### src/rtl/acia_rx_if.sv
// Host-side register interface of the ACIA receiver: parity configuration,
// the read strobe and the received character with its status flags.
interface acia_rx_if;
    logic       R_PME;
    logic [1:0] R_PMC;
    logic       RXREAD;
    logic [7:0] RXDATA;
    logic       RXFULL;
    logic       PERR;
    logic       FERR;
    logic       OVRN;

    modport master (
        output R_PME, R_PMC, RXREAD,
        input  RXDATA, RXFULL, PERR, FERR, OVRN
    );

    modport slave (
        input  R_PME, R_PMC, RXREAD,
        output RXDATA, RXFULL, PERR, FERR, OVRN
    );
endinterface

### src/rtl/acia_rx.sv
// ACIA serial receiver, 16x oversampled on BCLK, optional parity, one stop bit.
// Define ACIA_RX_MAJORITY_EN for a 2-of-3 vote over ticks 7/8/9 per bit.
module acia_rx (
    input  logic      BCLK,
    input  logic      RESET,
    input  logic      RX,
    acia_rx_if.slave  host
);

    typedef enum logic [2:0] {
        ST_IDLE   = 3'd0,
        ST_START  = 3'd1,
        ST_DATA   = 3'd2,
        ST_PARITY = 3'd3,
        ST_STOP   = 3'd4,
        ST_BREAK  = 3'd5
    } state_t;

    state_t     state;
    logic       rx_meta;
    logic       rxs;
    logic [3:0] tick;
    logic [2:0] bit_cnt;
    logic [7:0] shreg;
    logic       par_err;
    logic       exp_par;
    logic       sample_now;
    logic       sample_bit;

    // Synchronizer resets to the idle line level so reset never looks like a start bit.
    // NOTE: sequential state uses non-blocking assignments so every flop sees pre-edge values.
    always_ff @(posedge BCLK or posedge RESET) begin
        if (RESET) begin
            rx_meta <= 1'b1;
            rxs     <= 1'b1;
        end else begin
            rx_meta <= RX;
            rxs     <= rx_meta;
        end
    end

`ifdef ACIA_RX_MAJORITY_EN
    localparam logic [3:0] SAMPLE_TICK = 4'd9;
    logic s7;
    logic s8;

    always_ff @(posedge BCLK or posedge RESET) begin
        if (RESET) begin
            s7 <= 1'b1;
            s8 <= 1'b1;
        end else begin
            if (tick == 4'd7) s7 <= rxs;
            if (tick == 4'd8) s8 <= rxs;
        end
    end

    assign sample_bit = (s7 & s8) | (s7 & rxs) | (s8 & rxs);
`else
    localparam logic [3:0] SAMPLE_TICK = 4'd8;
    assign sample_bit = rxs;
`endif

    assign sample_now = (tick == SAMPLE_TICK);

    // NOTE: every always_comb output gets a default first so no latch is inferred.
    always_comb begin
        exp_par = 1'b0;
        case (host.R_PMC)
            2'b00:   exp_par = ~^shreg;
            2'b01:   exp_par = ^shreg;
            2'b10:   exp_par = 1'b1;
            default: exp_par = 1'b0;
        endcase
    end

    always_ff @(posedge BCLK or posedge RESET) begin
        if (RESET) begin
            state       <= ST_IDLE;
            tick        <= 4'd0;
            bit_cnt     <= 3'd0;
            shreg       <= 8'h00;
            par_err     <= 1'b0;
            host.RXDATA <= 8'h00;
            host.RXFULL <= 1'b0;
            host.PERR   <= 1'b0;
            host.FERR   <= 1'b0;
            host.OVRN   <= 1'b0;
        end else begin
            if (host.RXREAD && host.RXFULL) begin
                host.RXFULL <= 1'b0;
                host.OVRN   <= 1'b0;
            end

            case (state)
                ST_IDLE: begin
                    tick    <= 4'd0;
                    bit_cnt <= 3'd0;
                    par_err <= 1'b0;
                    if (!rxs) state <= ST_START;
                end

                ST_START: begin
                    tick <= tick + 4'd1;
                    if (sample_now && sample_bit) begin
                        state <= ST_IDLE;
                        tick  <= 4'd0;
                    end else if (tick == 4'd15) begin
                        state <= ST_DATA;
                    end
                end

                ST_DATA: begin
                    tick <= tick + 4'd1;
                    if (sample_now) shreg <= {sample_bit, shreg[7:1]};
                    if (tick == 4'd15) begin
                        if (bit_cnt == 3'd7) begin
                            bit_cnt <= 3'd0;
                            state   <= host.R_PME ? ST_PARITY : ST_STOP;
                        end else begin
                            bit_cnt <= bit_cnt + 3'd1;
                        end
                    end
                end

                ST_PARITY: begin
                    tick <= tick + 4'd1;
                    if (sample_now) par_err <= (sample_bit != exp_par);
                    if (tick == 4'd15) state <= ST_STOP;
                end

                ST_STOP: begin
                    tick <= tick + 4'd1;
                    if (sample_now) begin
                        tick  <= 4'd0;
                        state <= sample_bit ? ST_IDLE : ST_BREAK;
                        // A completing character wins over the read-clear above.
                        if (!host.RXFULL || host.RXREAD) begin
                            host.RXDATA <= shreg;
                            host.PERR   <= par_err & host.R_PME;
                            host.FERR   <= ~sample_bit;
                            host.RXFULL <= 1'b1;
                            host.OVRN   <= 1'b0;
                        end else begin
                            host.OVRN   <= 1'b1;
                        end
                    end
                end

                ST_BREAK: begin
                    tick <= 4'd0;
                    if (rxs) state <= ST_IDLE;
                end

                default: begin
                    state <= ST_IDLE;
                    tick  <= 4'd0;
                end
            endcase
        end
    end

endmodule

### src/flat_wrapper.sv
// flat-port wrapper written by rule: the top's interface ports become plain ports
module acia_rx_flat 
  (BCLK, RESET, RX, host_R_PME, host_R_PMC, host_RXREAD, host_RXDATA, host_RXFULL, host_PERR, host_FERR, host_OVRN);
  acia_rx_if host_i ();
  input  logic BCLK;
  input  logic RESET;
  input  logic RX;
  input wire logic [$bits(host_i.R_PME)-1:0] host_R_PME;
  input wire logic [$bits(host_i.R_PMC)-1:0] host_R_PMC;
  input wire logic [$bits(host_i.RXREAD)-1:0] host_RXREAD;
  output wire logic [$bits(host_i.RXDATA)-1:0] host_RXDATA;
  output wire logic [$bits(host_i.RXFULL)-1:0] host_RXFULL;
  output wire logic [$bits(host_i.PERR)-1:0] host_PERR;
  output wire logic [$bits(host_i.FERR)-1:0] host_FERR;
  output wire logic [$bits(host_i.OVRN)-1:0] host_OVRN;
  assign host_i.R_PME = host_R_PME;
  assign host_i.R_PMC = host_R_PMC;
  assign host_i.RXREAD = host_RXREAD;
  assign host_RXDATA = host_i.RXDATA;
  assign host_RXFULL = host_i.RXFULL;
  assign host_PERR = host_i.PERR;
  assign host_FERR = host_i.FERR;
  assign host_OVRN = host_i.OVRN;
  acia_rx u_core (.BCLK(BCLK), .RESET(RESET), .RX(RX), .host(host_i));
endmodule
### config.mk
export PLATFORM = sky130hd
export DESIGN_NAME = acia_rx_flat
export DESIGN_NICKNAME = d
export VERILOG_FILES = /design/src/rtl/acia_rx_if.sv /design/src/rtl/acia_rx.sv /design/src/flat_wrapper.sv
export SDC_FILE = /design/constraint.sdc
export NUM_CORES = 1
export LEC_CHECK = 0
export BUFFER_PORTS_ARGS = -buffer_cell sky130_fd_sc_hd__buf_2
export CORE_UTILIZATION = 30
export DETAILED_ROUTE_END_ITERATION = 10
export PLACE_DENSITY_LB_ADDON = 0.15
export SLEW_MARGIN = 30
export SYNTH_ARGS = -nofsm -noshare
export SYNTH_HDL_FRONTEND = slang
export SYNTH_SLANG_ARGS = --single-unit
### constraint.sdc
create_clock -name BCLK -period 5 [get_ports BCLK]
set_input_delay 1 -clock BCLK [delete_from_list [all_inputs] [get_ports BCLK]]
set_output_delay 1 -clock BCLK [all_outputs]
set_load 0.01 [all_outputs]
; Yosys cells after proc, flatten, opt, wreduce, memory -nomap -nowiden
; Index checks and enable logic that the tools add are counted.
; W data, S select, Z words.
[op_classes]
n_eq_ne = 19
n_addsub = 2
muxes = 28
reduce_logical = 16
bitwise_logic = 2
[ops]
columns = cell, count
row1 = $mux W3, 12
row2 = $pmux W3 S6, 1
row3 = $ne A2 B1 Y1 const B, 6
row4 = $pmux W4 S3, 1
row5 = $eq A3 B3 Y1 const B, 3
row6 = $mux W1, 9
row7 = $eq A4 B4 Y1 const B, 2
row8 = $mux W4, 2
row9 = $reduce_xnor A8 Y1, 1
row10 = $reduce_xor A8 Y1, 1
row11 = $reduce_and A7 Y1, 1
row12 = $eq A3 B2 Y1 const B, 2
row13 = $pmux W3 S2, 1
row14 = $reduce_and A2 Y1, 3
row15 = $add A4 B1 Y4 const B, 1
row16 = $reduce_bool A2 Y1, 2
row17 = $add A3 B1 Y3 const B, 1
row18 = $eq A3 B1 Y1 const B, 1
row19 = $logic_not A3 Y1, 1
row20 = $ne A3 B1 Y1 const B, 1
row21 = $pmux W1 S3, 1
row22 = $reduce_and A3 Y1, 1
row23 = $eq A2 B1 Y1 const B, 1
row24 = $eq A2 B2 Y1 const B, 1
row25 = other kinds (10), 11
[totals]
output_inout_bits = 12
inputBits = 7
wordCells = 79
register_bits = 33

; Depth between registers and ports, before layout
; Gate-level depths: netlist of run 1.
[depth]
word_depth = 5
ltp_mapped = 8

; Worst setup path before layout of run 1
; No wires, ideal clock.
[synth_timing]
kind = input-to-reg
from = input port host_RXREAD
to = register u_core.host.RXDATA[0]
setup_time_ns = 0.128
arrival_ns = 1.778
path_buffers = 1
t_required_ns = 4.872
stages = 4
setup_slack_ns = 3.094
cell_sequence = nand2b_1 -> nand4_2 -> buf_2 -> mux2_1
[synth_between]
elab_chain_len = 2
[synth_lines]
columns = item, line_no
row1 = start: declaration, flat_wrapper.sv:10  ; input wire logic [$bits(host_i.RXREAD)-1:0] host_RXREAD;
row2 = $logic_or A1 B1 Y1, acia_rx.sv:137  ; if (!host.RXFULL || host.RXREAD) begin
row3 = $reduce_and A3 Y1 (no source line), n/a
row4 = end signal: assignment, acia_rx.sv:138  ; host.RXDATA <= shreg;
row5 = end: declaration, acia_rx_if.sv:20  ; output RXDATA, RXFULL, PERR, FERR, OVRN
; No other way between the ends.
; A chain may end at the register's enable or synchronous reset.

; Worst setup path in the final report of run 1
[layout_timing]
from = register u_core.tick[0]
to = register u_core.host.RXDATA[2]
[layout_between]
elab_chain_len = 2
[layout_lines]
columns = item, line_no
row1 = start: declaration, acia_rx.sv:22  ; logic [3:0] tick;
row2 = start signal: assignment, acia_rx.sv:103  ; tick <= tick + 4'd1;
row3 = start signal: assignment, acia_rx.sv:113  ; tick <= tick + 4'd1;
row4 = start signal: assignment, acia_rx.sv:126  ; tick <= tick + 4'd1;
row5 = $eq A4 B4 Y1, acia_rx.sv:63  ; assign sample_now = (tick == SAMPLE_TICK);
row6 = $reduce_and A3 Y1 (no source line), n/a
; No other way between the ends.

==> flow_metrics.py, run 1 <==
metrics = {
    "outcome": {
        "status": "finished clean",
    },
    "clocking": {
        "cts_tree": "yes",
        "clk_latency_ns": 0.28,
        "root_buffer": "clkbuf_8",
        "post_cts_buffers": 0,
        "clkSlewWorstSetupHoldPaths_ns": 0.07,
        "cts_max_path_buffers": 2,
        "cts_buffers": 5,
        "clock-sinks": 33,
        "cts_max_level": 2,
        "hold_buffers": 0,
        "cts_resized": 0,
    },
    "min_path": {
        "hold_end": "u_core.rxs",
        "whs_path_depth": 0,
        "hold_path_class": "reg2reg",
        "min_from": "u_core.rx_meta",
    },
    "floorplan": {
        "die_x_um": 75.4,
        "die_y_um": 75.4,
        "pin_count": 19,
        "start_util_pct": 31.5,
        "core_um2": 5140,
        "die_area_um2": 5690,
        "rows": 26,
    },
    "synth": {
        "synth-seq-cells": 33,
        "synth-seq-area-share_pct": 51.2,
        "syn_area_um2": 1620,
        "ys_warn_count": 0,
        "synth_cell_types": 40,
        "yosysTopAreaCell": "dfrtp_1",
        "netlist_instances": 139,
        "avgSynthCellArea_um2": 11.6,
        "synth_edf_count": 0,
        "synth-main-ff-cell": "dfrtp_1",
        "syn-num-nets": 150,
        "synth.area.top_cells": "dfrtp_1 48%, mux2_2 7.0%, mux2_1 4.2%",
        "async_flop_share_pct": 100,
        "yosys.area.top_type_share_pct": 48.0,
    },
    "sta": {
        "rsz0062_at_grt": "false",
        "final.setup_skew_ns": 0.00842,
        "period_needed_ns": 1.99,
        "final_hold_viol_count": 0,
        "fin_crit_sh_pct": 39.8,
        "finalMaxSlewViolations": 0,
        "setup_violations": 0,
        "worstMarginPinSlew_ns": 0.549,
        "fmax_mhz": 502,
        "fin_setup_tns_ns": 0,
        "relSlewSlack_pct": 63.4,
    },
    "power": {
        "clockPowerShare_pct": 40.6,
        "seqPwrFrac_pct": 47.2,
        "p_per_area_nw_per_um2": 338,
        "combPwrFrac_pct": 12.2,
        "p_leak_nw": 0.967,
        "p_int_w": 0.000478,
        "p_sw_share_pct": 25.1,
        "power_switching_w": 0.000160,
        "peakVddDrop_v": 0.000169,
    },
    "worst_setup_path": {
        "end_kind": "register",
        "crit_required_ns": 5.17,
        "setup.worst_path.class": "reg2reg",
        "r2r-start": "u_core.tick[0]",
        "r2r_slack_ns": 3.01,
        "r2r_end": "u_core.host.RXDATA[2]",
        "rr_worst_depth": 5,
        "worstPathArrival_ns": 2.16,
        "critical_path_peak_fanout": 12,
        "start_kind": "register",
    },
    "layout": {
        "antennaDiodeCount": 0,
        "synthToLayoutAreaGrowth_pct": 16.7,
        "fillers": 532,
        "finalNetCount": 169,
        "drive_gt1_share_pct": 27.7,
        "final_cell_count_no_fill": 229,
    },
    "placed_design": {
        "gp_congestion": 0.687,
        "dp_hpwl_um": 2050,
        "io_buffers": 18,
        "dp_cells": 221,
    },
    "grt": {
        "grt_pass1_wl_um": 5080,
        "grt.overflow.total": 0,
        "grt_pass1_vias": 1110,
        "grt_max_degree": 34,
        "grt_usage_pct": 12.0,
        "antenna_found_initial": 0,
    },
    "drt": {
        "wl_um": 2870,
        "vias": 1073,
        "drt-initial-drc-count": 75,
        "dr.pass1.iters": 4,
        "drc_errors": 0,
        "postRouteAntennaNets": 0,
        "viasPerCell": 4.69,
        "wl_per_cell_um": 12.6,
    },
    "flow_run": {
        "timing.max_cap.violations": 0,
    },
}
-- flip-flops by register name, indices dropped and copies added (netlist names) --
register / flops
u_core.host.RXDATA: 8
u_core.shreg: 8
u_core.host.FERR: 1
u_core.state: 3
u_core.tick: 4
u_core.host.RXFULL: 1
u_core.rx_meta: 1
u_core.rxs: 1
u_core.host.PERR: 1
u_core.bit_cnt: 3
u_core.host.OVRN: 1
u_core.par_err: 1
-- worst max-delay path, stage by stage (launching register included) --
cell     delay, ns
dfrtp_1       0.39
inv_1         0.08
ha_1          0.22
and3b_1       0.35
nand4_2       0.39
mux2_1        0.45
-- power groups by stage --
stage / Sequential, W / Clock (W) / Combinational [W]
global placement: 0.000306 / 0 / 0.0000766
floorplan: 0.000296 / 0 / 0.0000706
CTS: 0.000301 / 0.000268 / 0.0000803
detailed placement: 0.000306 / 0 / 0.0000777
finish: 0.000301 / 0.000259 / 0.0000779
global route: 0.000304 / 0.000279 / 0.0000892
-- synth_stat cells (all sizes together), types with 2 or more instances --
master	count
nand3b	2
xnor2	7
nor2b	2
xor2	3
a21oi	5
mux2	16
and2	4
buf	5
a22o	6
nand4	3
clkbuf	2
o21ai	7
ha	4
nand2	8
dfstp	2
and3	3
nor2	5
nand3	5
dfrtp	31
a211oi	2
inv	4
mux2i	2
-- logic make-up (layout without fill, tap and decap cells) --
family | count (synthesis) | after routing | share of synthesized area (%)
AOI/OAI and AO/OA | 24 | 24 | 9.90
DFF | 33 | 33 | 51.2
buffers and inverters | 11 | 31 | 3.09
and+or+nand+nor | 39 | 39 | 14.9
adders and majority gates | 4 | 4 | 3.09
xor gates and xnor gates | 10 | 10 | 5.41
muxes | 18 | 18 | 12.4
-- metrics by stage --
step / cell area [um2] / hold slack [ns] / util (%) / power, W / setup slack (ns)
floorplan: 1620 / 0.345 / - / 0.000366 / 3.09
global placement: 1770 / 0.348 / 34.4 / 0.000382 / 2.88
detailed placement: 1770 / 0.353 / 34.4 / 0.000384 / 2.83
CTS: 1890 / 0.355 / 36.7 / 0.000649 / 3.00
global route: 1890 / 0.360 / 36.7 / 0.000672 / 2.87
finish: 1890 / 0.355 / 36.7 / 0.000638 / 3.01
-- worst max path at each step --
stage | from | endpoint | slack, ns | cells past startpoint
2_1_floorplan | host_RXREAD | u_core.host.RXDATA[0] | 3.09 | 4
3_3_place_gp | host_RXREAD | u_core.host.RXDATA[0] | 2.88 | 4
3_5_place_dp | host_RXREAD | u_core.host.RXDATA[2] | 2.83 | 4
4_1_cts | u_core.tick[0] | u_core.host.RXDATA[2] | 3.00 | 5
5_1_grt | u_core.tick[0] | u_core.host.RXDATA[7] | 2.87 | 5
6_report | u_core.tick[0] | u_core.host.RXDATA[2] | 3.01 | 5
-- cell type report --
| cell class | count | area (um2) | area share [%] |
|---|---|---|---|
| Clock buffer | 6 | 82.6 | 4.37 |
| Clock inverter | 2 | 37.5 | 1.99 |
| Inverter | 4 | 15.0 | 0.795 |
| Multi-Input combinational cell | 95 | 739 | 39.2 |
| Sequential cell | 33 | 828 | 43.9 |
| Tap cell | 70 | 87.6 | 4.64 |
| Timing Repair Buffer | 19 | 97.6 | 5.17 |
-- placed cells by master, fill, tap and decap left out, types with 2 or more instances in the layout --
master,count
a21oi_1,5
a22o_1,6
and2_1,4
and3_1,3
buf_2,18
clkbuf_8,6
dfrtp_1,31
dfstp_2,2
ha_1,4
inv_1,4
mux2_1,6
mux2_2,10
mux2i_1,2
nand2_1,8
nand3_1,4
nand4_1,2
nor2_1,5
nor2b_1,2
o21ai_0,6
xnor2_1,7
xor2_1,3
-- metal layers --
metal	global-route usage, %	vias up	share of wire, %
met2	18.7	17	47
met3	3.97	2	4.0
met5	0	-	0
li1	-	530	-
met1	15.5	524	48
met4	4.73	0	0.77
(Power assumes the default switching activity.)
==> run 2: changes to the inputs <==
==> constraint.sdc (replaced) <==
create_clock -name BCLK -period 1.85 [get_ports BCLK]
set_input_delay 0.37 -clock BCLK [delete_from_list [all_inputs] [get_ports BCLK]]
set_output_delay 0.37 -clock BCLK [all_outputs]
set_load 0.01 [all_outputs]
==> run 2 against run 1 <==
Compared with the run above:
- global-route usage rose by 0.99 points
- sequential power grew to 2.6 times the previous value
- cell area rose by 2.3%
- highest routed layer unchanged
- sequential cell count unchanged
- clock power is 120% higher
- critical path type unchanged
- register-to-register slack got worse by 2.9 ns
- combinational power increased to 4.0 times the previous value
- worst hold slack lost 0.19 ns
- via count did not move
- clock skew about the same
- die area did not move
==> flow_metrics.py, run 2 (same netlist as run 1, synthesis figures left out) <==
metrics = {
    "min_path": {
        "hold_path_class": "in2async",
    },
    "drt": {
        "wl_um": 3120,
        "dr_wl_met2_um": 1400,
        "wl_per_cell_um": 13.2,
        "drc_errors": 0,
        "top_layer": "met4",
        "dr.pass1.iters": 4,
        "postRouteAntennaNets": 0,
        "wl_met1_um": 1540,
        "met3_wirelength_um": 125,
        "viasPerCell": 4.55,
        "drt-initial-drc-count": 58,
        "vias": 1073,
    },
    "grt": {
        "antenna_found_initial": 0,
        "grt_usage_pct": 13.0,
        "grt_pass1_vias": 1124,
        "grt.overflow.total": 0,
        "grt_pass1_wl_um": 5290,
        "grt_max_degree": 34,
    },
    "layout": {
        "drive_gt1_share_pct": 32.5,
        "finalNetCount": 176,
        "multi_input_area_um2": 753,
        "fillers": 558,
        "final_cell_count_no_fill": 236,
        "final_area_um2": 1930,
        "antennaDiodeCount": 0,
        "reg_top3": "u_core.host.RXDATA (8), u_core.shreg (8), u_core.tick (4)",
        "final-seq-area_um2": 828,
        "layout_common_cells": "31 x dfrtp_1, 18 x buf_2, 10 x mux2_2, 8 x nand2_1, 8 x buf_4",
        "synthToLayoutAreaGrowth_pct": 19.3,
        "final_common_cell": "dfrtp_1",
        "final_util_pct": 37.6,
    },
    "placed_design": {
        "placed_area_um2": 1810,
        "io_buffers": 18,
        "dp_hpwl_um": 2230,
        "dp_cells": 226,
        "gp_congestion": 0.715,
    },
    "sta": {
        "final_hold_viol_count": 0,
        "fmax_mhz": 571,
        "setup_violations": 0,
        "fin_crit_sh_pct": 94.7,
        "period_needed_ns": 1.75,
        "finalMaxSlewViolations": 0,
        "worstMarginPinSlew_ns": 0.418,
        "final.setup_skew_ns": 0.00873,
        "fin_setup_tns_ns": 0,
        "relSlewSlack_pct": 72.1,
    },
    "floorplan": {
        "die_y_um": 75.4,
        "pin_count": 19,
        "die_area_um2": 5690,
        "rows": 26,
        "die_x_um": 75.4,
        "core_um2": 5140,
        "start_util_pct": 31.5,
    },
    "worst_setup_path": {
        "r2r-start": "u_core.tick[0]",
        "endpoint": "u_core.state[0]",
        "crit_required_ns": 2.02,
        "path_cells": "buf_4 -> ha_1 -> and3_1 -> a21o_1 -> a211oi_1 -> or4_1 -> nand2_1",
        "path_depth": 7,
        "rr_worst_depth": 7,
        "worstPathArrival_ns": 1.92,
        "setup.worst_path.class": "reg2reg",
        "critical_path_peak_fanout": 3,
        "r2r_end": "u_core.state[0]",
        "cp_num_buf_inv": 1,
        "crit_start": "u_core.tick[0]",
        "crit_slowest_cell": "dfrtp_1",
        "start_kind": "register",
        "critical-path-top-delay-family": "compound AO/OA/AOI/OAI gates",
        "cpPeakStageDelay_ns": 0.40,
        "end_kind": "register",
        "r2r_slack_ns": 0.1,
    },
    "power": {
        "power_switching_w": 0.000464,
        "peakVddDrop_v": 0.000404,
        "clockPowerShare_pct": 34.3,
        "combPwrFrac_pct": 18.7,
        "power_w": 0.00166,
        "p_int_w": 0.00120,
        "seqPwrFrac_pct": 47.0,
        "p_per_area_nw_per_um2": 862,
        "p_sw_share_pct": 27.9,
        "p_leak_nw": 0.997,
    },
    "flow_run": {
        "timing.max_cap.violations": 0,
    },
    "clocking": {
        "cts_max_level": 2,
        "cts_tree": "yes",
        "hold_buffers": 0,
        "clkSlewWorstSetupHoldPaths_ns": 0.07,
        "root_buffer": "clkbuf_8",
        "cts_max_path_buffers": 2,
        "cts_buffers": 5,
        "clk_latency_ns": 0.29,
        "clock-sinks": 33,
    },
    "outcome": {
        "status": "finished clean",
    },
}
## run 2: how the worst min path moves through the flow
stage	cells after the start	from	end	slack (ns)
after CTS	3	RESET	u_core.shreg[6]	0.17
after floorplan	0	u_core.rx_meta	u_core.rxs	0.35
after global routing	1	RX	u_core.rx_meta	0.17
after global placement	0	u_core.rx_meta	u_core.rxs	0.35
after detailed placement	0	u_core.rx_meta	u_core.rxs	0.35
final	3	RESET	u_core.shreg[6]	0.16
## run 2: per-layer routing
layer  global-route usage, %  vias to the layer above
li1                        -                      546
met1                    16.5                      503
met2                    19.9                       19
met3                    3.97                        5
met4                    6.79                        0
met5                       0                        -
## run 2: what timing repair did
item                       CTS  global route
gates resized for setup      0             4
setup endpoints to repair    0            17
setup buffers                0             2
## run 2: per-stage QoR
| step | hold WS, ns | setup slack, ns |
|---|---|---|
| 3_3_place_gp | 0.351 | 0.143 |
| 4_1_cts | 0.165 | 0.0433 |
| 6_report | 0.162 | 0.0975 |
| 5_1_grt | 0.166 | -0.00151 |
| 2_1_floorplan | 0.345 | 0.163 |
| 3_5_place_dp | 0.348 | 0.0585 |
## run 2: area by class of cell
type | count | area share, %
clock buffer | 6 | 4.28
clock inverter | 2 | 0.713
inverter | 4 | 0.778
multi-input combinational | 95 | 39.0
sequential | 33 | 42.9
tap | 70 | 4.54
timing repair buffer | 26 | 7.78
## run 2: worst reg2reg max path, cell delays in order (launching register included)
cell and delay [ns]:
dfrtp_1 0.40, buf_4 0.14, ha_1 0.22, and3_1 0.22, a21o_1 0.18, a211oi_1 0.27
or4_1 0.16, nand2_1 0.05
## run 2: power by group through the flow
stage               clock network [W]  logic [W]  registers [W]
floorplan                           0   0.000191       0.000799
global placement                    0   0.000261       0.000795
detailed placement                  0   0.000268       0.000797
CTS                          0.000597   0.000269       0.000783
global route                 0.000635   0.000354       0.000787
finish                       0.000571   0.000311       0.000782
